==> config.mk <==
export PLATFORM = sky130hd
export DESIGN_NAME = serial_word_packer
export DESIGN_NICKNAME = d
export VERILOG_FILES = /design/src/rtl/serial_word_packer.sv
export SDC_FILE = /design/constraint.sdc
export NUM_CORES = 1
export LEC_CHECK = 0
export CORE_MARGIN = 4
export CORE_UTILIZATION = 50
export CTS_BUF_LIST = sky130_fd_sc_hd__clkbuf_8
export DETAILED_ROUTE_END_ITERATION = 7
export PLACE_DENSITY = 0.73
export REMOVE_ABC_BUFFERS = 1
export SETUP_SLACK_MARGIN = 0.1
export SYNTH_ARGS = -nofsm -noshare
export SYNTH_HDL_FRONTEND = slang
export SYNTH_SLANG_ARGS = --single-unit
==> constraint.sdc <==
create_clock -name clk -period 5.5 [get_ports clk]
set_input_delay 0.55 -clock clk [delete_from_list [all_inputs] [get_ports clk]]
set_output_delay 0.55 -clock clk [all_outputs]
set_load 0.03 [all_outputs]
==> src/rtl/serial_word_packer.sv <==
// Packs a serial bit stream into WIDTH-bit words with valid/ready output; word_valid rises one cycle after
// the last bit (or flush). Backpressure holds the output word and deasserts bit_ready once a word is waiting.
module serial_word_packer #(
  parameter int   WIDTH     = 32,
  parameter bit   MSB_FIRST = 1'b1,
  parameter logic PAD_BIT   = 1'b1
) (
  input  logic                       clk,
  input  logic                       rst_n,
  input  logic                       bit_in,
  input  logic                       bit_valid,
  output logic                       bit_ready,
  input  logic                       flush,
  output logic [WIDTH-1:0]           word_out,
  output logic [$clog2(WIDTH+1)-1:0] word_len,
  output logic                       word_valid,
  input  logic                       word_ready
);

  localparam int            CW   = $clog2(WIDTH+1);
  localparam logic [CW-1:0] FULL = CW'(WIDTH);

  logic [WIDTH-1:0] sr, sr_nxt, shifted, keep_mask, assembled;
  logic [CW-1:0]    cnt, cnt_nxt, pad_cnt;
  logic             flush_pend, accept, slot_free, full, flush_req, emit;

  assign bit_ready = (cnt != FULL) && !flush_pend;
  assign accept    = bit_valid && bit_ready;
  assign slot_free = !word_valid || word_ready;

  always_comb begin
    sr_nxt = sr;
    if (accept) begin
      if (MSB_FIRST) sr_nxt = {sr[WIDTH-2:0], bit_in};
      else           sr_nxt = {bit_in, sr[WIDTH-1:1]};
    end
  end

  assign cnt_nxt = cnt + {{(CW-1){1'b0}}, accept};
  assign full    = (cnt_nxt == FULL);
  // cnt_nxt is nonzero exactly when there is something to flush, so an empty flush is dropped here
  assign flush_req = flush_pend || (flush && (cnt_nxt != '0));
  assign emit      = slot_free && (full || flush_req);

  // Align the received bits to their final positions; the unreceived positions take PAD_BIT.
  assign pad_cnt = FULL - cnt_nxt;

  always_comb begin
    if (MSB_FIRST) begin
      shifted   = sr_nxt << pad_cnt;
      keep_mask = {WIDTH{1'b1}} << pad_cnt;
    end else begin
      shifted   = sr_nxt >> pad_cnt;
      keep_mask = {WIDTH{1'b1}} >> pad_cnt;
    end
    assembled = (shifted & keep_mask) | ({WIDTH{PAD_BIT}} & ~keep_mask);
  end

  always_ff @(posedge clk or negedge rst_n) begin
    if (!rst_n) begin
      sr         <= '0;
      cnt        <= '0;
      flush_pend <= 1'b0;
      word_out   <= '0;
      word_len   <= '0;
      word_valid <= 1'b0;
    end else begin
      sr <= sr_nxt;
      if (emit) begin
        word_out   <= assembled;
        word_len   <= cnt_nxt;
        word_valid <= 1'b1;
        cnt        <= '0;
        flush_pend <= 1'b0;
      end else begin
        cnt <= cnt_nxt;
        // A flush that coincides with word completion rides on the full emit instead of pending.
        flush_pend <= flush_req && !full;
        if (word_ready) word_valid <= 1'b0;
      end
    end
  end

endmodule

==> results.py <==
metrics = {
    "worst_setup_path": {
        "worst_path_largest_cell_delay_ns": 0.70,
        "worstPathRequired_ns": 5.74,
        "critPathArrivalTime_ns": 5.34,
        "crit_path_start_kind": "register",
        "crit_type": "register to register",
        "end_kind": "register",
        "worst-path-buf-inv": 3,
        "cp_max_fo": 27,
        "crit_top_cell": "ha_1",
        "critPathSlowestCell": "or4b_1",
        "crit_chain": "or4b_1 > o21ai_4 > inv_4 > ha_1 > ha_1 > inv_1 > ha_1 > or4b_2 > o31ai_1 > o211ai_1 > a31oi_4 > buf_4 > nand2_1 > nor2_1 > a221oi_1",
        "crit_family": "simple AND/OR/NAND/NOR gates",
    },
    "synthesis": {
        "yosysUniqueCellTypes": 67,
        "yosysSeqAreaShare": 0.363,
        "synthMuxAreaShare": 0.224,
        "netlist_area_mm2": 0.00538,
        "synth_edf_count": 0,
        "synth_warnings": 0,
        "synthSimpleGateAreaFrac": 0.150,
        "synth_top_family_by_area": "multiplexers",
        "yosys_most_used_dff": "dfrtp_1",
        "syn_area_per_cell_um2": 9.51,
        "synth_cells": 566,
        "synthXorXnorAreaFrac": 0.0130,
        "synthAdderAreaFrac": 0.0139,
        "synthArstFlopShare": 1.00,
        "synth_compound_area_frac": 0.181,
        "ys_ff_latch": 78,
    },
    "route": {
        "drt-pass1-iter-count": 5,
        "drc_errors": 0,
        "vias_per_cell": 6.53,
        "wl_per_cell_um": 21.8,
        "vias": 4820,
        "wl_um": 16100,
        "ant_nets": 0,
        "drtIter0Drc": 384,
    },
    "floorplan": {
        "fp.dieH_um": 112,
        "rows": 37,
        "fp.dieW_um": 112,
        "die_area_mm2": 0.0125,
        "core-area_mm2": 0.0104,
        "ios": 46,
        "initial_core_util": 0.517,
    },
    "place": {
        "numPortBuffers": 45,
        "gp_congestion": 0.983,
        "place_hpwl_um": 11600,
        "numPlacedInstances": 721,
    },
    "clock_tree": {
        "cts.htree.levels": 3,
        "cts-root-buf": "clkbuf_8",
        "path_clk_slew_ns": 0.09,
        "cts_tree": "built",
        "cts_resized": 0,
        "numCtsBuffers": 9,
        "clock_sinks": 78,
        "clkLatencyLatePin_ns": 0.39,
        "clockBufferDepth": 2,
    },
    "cells_and_area": {
        "drive_gt1_frac": 0.130,
        "fin_cells": 738,
        "fillers": 926,
        "num_antenna_cells": 0,
        "final_cell_mix": "78 x nand2_1, 78 x dfrtp_1, 54 x nor2_1",
        "syn_to_final_growth_pct": 14.3,
        "fin_nets": 609,
    },
    "timing": {
        "final-hold-violation-count": 0,
        "fmax_mhz": 196,
        "slew_viol_final": 0,
        "slew_headroom": 0.273,
        "rsz0062_at_grt": "false",
        "fin_skew_ns": 0.0125,
        "setup_viol": 0,
        "hold_slack_ns": 0.327,
        "fin_crit_ns": 5.10,
        "fin_crit_sh": 0.926,
        "max_slew.worst_pin.slew_ns": 1.08,
    },
    "worst_hold_path": {
        "hp-class": "primary input to async pin",
    },
    "global_routing": {
        "gr-usage-all-layers": 0.260,
        "grt_pass1_wl_um": 25600,
        "grt_pass1_vias": 4689,
        "grt_max_degree": 79,
        "grt_overflow_total": 0,
        "antenna_found_initial": 0,
    },
    "run_status": {
        "status": "finished, final reports clean",
    },
    "job": {
        "cap_violations": 0,
    },
}
-- through the flow --
step	worst slack, ns	instance area [um^2]	util	TNS (ns)
after floorplan	-3.10	5200	-	-113.34
after global placement	0.426	5940	0.571	0
after detailed placement	0.249	5940	0.571	0
after CTS	0.363	6140	0.590	0
after global routing	0.173	6150	0.591	0
final	0.405	6150	0.591	0
-- registers in the layout, summed over array words and instances (netlist names) --
name	flops
word_valid	1
word_out	32
flush_pend	1
word_len	6
cnt	6
sr	32
-- timing repair --
| item | 4_1_cts | 5_1_grt |
|---|---|---|
| setup buffers | 0 | 0 |
| hold buffers | 0 | 0 |
| setup endpoints to repair | 0 | 5 |
-- routing by layer --
| metal | track usage | vias to the layer above | wire length [um] |
|---|---|---|---|
| li1 | - | 2161 | - |
| met2 | 0.398 | 248 | 7350 |
| met1 | 0.360 | 2377 | 6960 |
| met4 | 0.112 | 0 | 498 |
| met5 | 0 | - | 0 |
| met3 | 0.0538 | 34 | 1290 |
-- final cells by class --
class,instances,area [um^2],share of cell area
repair buffers,59,553,0.0899
clock inverters,7,72.6,0.0118
multi-input cells,420,3170,0.515
well taps,136,170,0.0277
inverters,29,111,0.0181
flip-flops and latches,78,1950,0.317
clock buffers,9,124,0.0201
-- cells by family after synthesis --
logic type	after synthesis
simple gates	182
compound gates	136
mux	87
flops	78
buf+inv	69
xor+xnor	8
fa+ha+maj	6
-- Yosys cell counts, drive strengths merged (2+ instances only) --
| cell | number | area, um^2 |
|---|---|---|
| a311oi | 2 | 17.5 |
| o22ai | 8 | 50.1 |
| a32oi | 4 | 42.6 |
| a31oi | 5 | 31.3 |
| a2bb2oi | 2 | 17.5 |
| o21ai | 11 | 66.3 |
| mux2i | 52 | 521 |
| or4 | 2 | 15.0 |
| nand4 | 2 | 12.5 |
| nand2 | 78 | 293 |
| inv | 29 | 111 |
| or3 | 6 | 37.5 |
| o31ai | 3 | 22.5 |
| o311ai | 2 | 17.5 |
| and3b | 3 | 26.3 |
| mux2 | 9 | 101 |
| a31o | 3 | 26.3 |
| xnor2 | 5 | 43.8 |
| and2 | 2 | 12.5 |
| a21oi | 35 | 175 |
| o32a | 2 | 20.0 |
| o211ai | 4 | 30.0 |
| xor2 | 3 | 26.3 |
| nand2b | 2 | 12.5 |
| nand3 | 14 | 70.1 |
| ha | 6 | 75.1 |
| a211oi | 15 | 113 |
| o221ai | 3 | 26.3 |
| clkbuf | 25 | 93.8 |
| mux4 | 26 | 586 |
| nor3 | 8 | 40.0 |
| or4b | 2 | 20.0 |
| dfrtp | 78 | 1950 |
| nor2b | 2 | 12.5 |
| a22oi | 8 | 60.1 |
| o22a | 9 | 78.8 |
| buf | 15 | 90.1 |
| or2 | 2 | 12.5 |
| o31a | 2 | 17.5 |
| nor2 | 54 | 203 |
| a221oi | 3 | 32.5 |
| a21boi | 3 | 22.5 |
-- final timing paths --
check | start | endpoint | slack, ns | cells after the start
min reg2reg | sr[31] | sr[31] | 0.50 | 2
max reg2reg | cnt[3] | word_out[27] | 0.40 | 15
min in group clk | sr[31] | sr[31] | 0.50 | 2
min | rst_n | word_out[19] | 0.33 | 1
max in group asynchronous | rst_n | word_out[25] | 4.54 | 1
max | cnt[3] | word_out[27] | 0.40 | 15
Power is left out: the tool's default activity adds up to more than one toggle a clock period on the data nets, which glitch-free logic cannot reach.
==> RTL edit (same settings) <==
`WIDTH`: 32 -> 64.
--- a/src/rtl/serial_word_packer.sv
+++ b/src/rtl/serial_word_packer.sv
@@ -3,3 +3,3 @@
 module serial_word_packer #(
-  parameter int   WIDTH     = 32,
+  parameter int   WIDTH     = 64,
   parameter bit   MSB_FIRST = 1'b1,
Interface: changed (resized word_len and word_out); port bits go from 46 to 79. The function was not compared with the original's and may differ.
==> RTL edit against the unedited design <==
- design area rose by 98%
- wire length is 110% higher
- hold slack got worse by 220 ps
- area after synthesis increased by 96%
- sequential cell count grew 66
- synthesized cell count rose by 99%
- worst setup slack better by 150 ps
- sequential share of layout area is 2.1 points lower
Power is left out: the tool's default activity adds up to more than one toggle a clock period on the data nets, which glitch-free logic cannot reach.
==> RTL edit: results (changes against the unedited design) <==
IO buf count=78 (+73%); Clk Latency, worst-skew pair=470 ps (+80 ps); Non-clock buffers=127 (+120%); status=completed; Fillers=1789 (+93%); top flop regs=sr (64), word_out (64); WP data arrival=5320 ps (-20 ps); Post-Route WL=34500 µm (+110%); Synth area leaders=dfrtp_1, mux4_2, mux2i_1; first-pass GRT wire length=54300 µm (+110%); Via-to-Cell Ratio=6.65 (+1.8%); Clock buf/inv share=3.33% (+0.14 points); vias in the first global route=8948 (+91%); r2r setup slk=550 ps (+150 ps); H-tree levels=4 (+1); register area=3600 µm² (+85%); GRT Total Usage=29.0% (+3.0 points); Mapped Area=10600 µm² (+96%); Post-synth top cells=nand2_1, dfrtp_1, mux2i_1; non-clk buf share=9.76% (+0.78 points); count of unique library cells instantiated by Yosys=68 (+1.5%); gp weighted congestion=0.951 (-3.3%); Layout Nets=1191 (+96%); worst clock skew=12.5 ps (-0.00180 ps); Worst Setup EP=word_out[63]
-- RTL edit: worst max-delay path, stage by stage, from the launching register on --
cell and delay (ps):
dfrtp_1 510, or4b_4 630, o21ai_4 180, inv_4 40, ha_2 190, ha_1 290
inv_1 100, ha_1 590, buf_12 260, mux2i_1 140, mux2i_1 440, mux2i_1 200
o221ai_1 470, mux2i_1 200, mux2_2 340, a211oi_1 260
-- RTL edit: stage by stage --
step                TNS [ps]  setup WS (ps)  util, %  instances
global placement           0            543     57.4       1430
floorplan            -393350          -5470        -       1033
detailed placement         0            450     57.4       1430
global route               0            316     59.3       1462
CTS                        0            639     59.3       1462
finish                     0            552     59.3       1462
-- RTL edit: metal layers --
| layer | vias up | global-route usage [%] | share of wire (%) |
|---|---|---|---|
| met3 | 67 | 4.35 | 7.9 |
| li1 | 4322 | - | - |
| met5 | - | 0 | 0 |
| met4 | 0 | 9.97 | 3.0 |
| met1 | 4811 | 44.1 | 45 |
| met2 | 525 | 42.5 | 44 |
-- RTL edit: worst min path at each step --
stage,cells past startpoint,startpoint,end
floorplan,0,rst_n,cnt[0]
global placement,2,sr[63],sr[63]
detailed placement,2,sr[63],sr[63]
CTS,1,rst_n,sr[4]
global route,1,rst_n,sr[5]
finish,1,rst_n,sr[5]
-- RTL edit: logic make-up (layout without fill, tap and decap cells) --
group                    Yosys count  after routing  share of synthesized area [%]
XOR/XNOR                          10             10                          0.971
AND/OR/NAND/NOR                  383            383                           15.3
multiplexers                     210            210                           27.0
flip-flops                       144            144                           34.1
buffers and inverters            112            178                           4.33
adder cells (fa/ha/maj)            6              6                          0.711
AO/OA/AOI/OAI                    261            261                           17.6
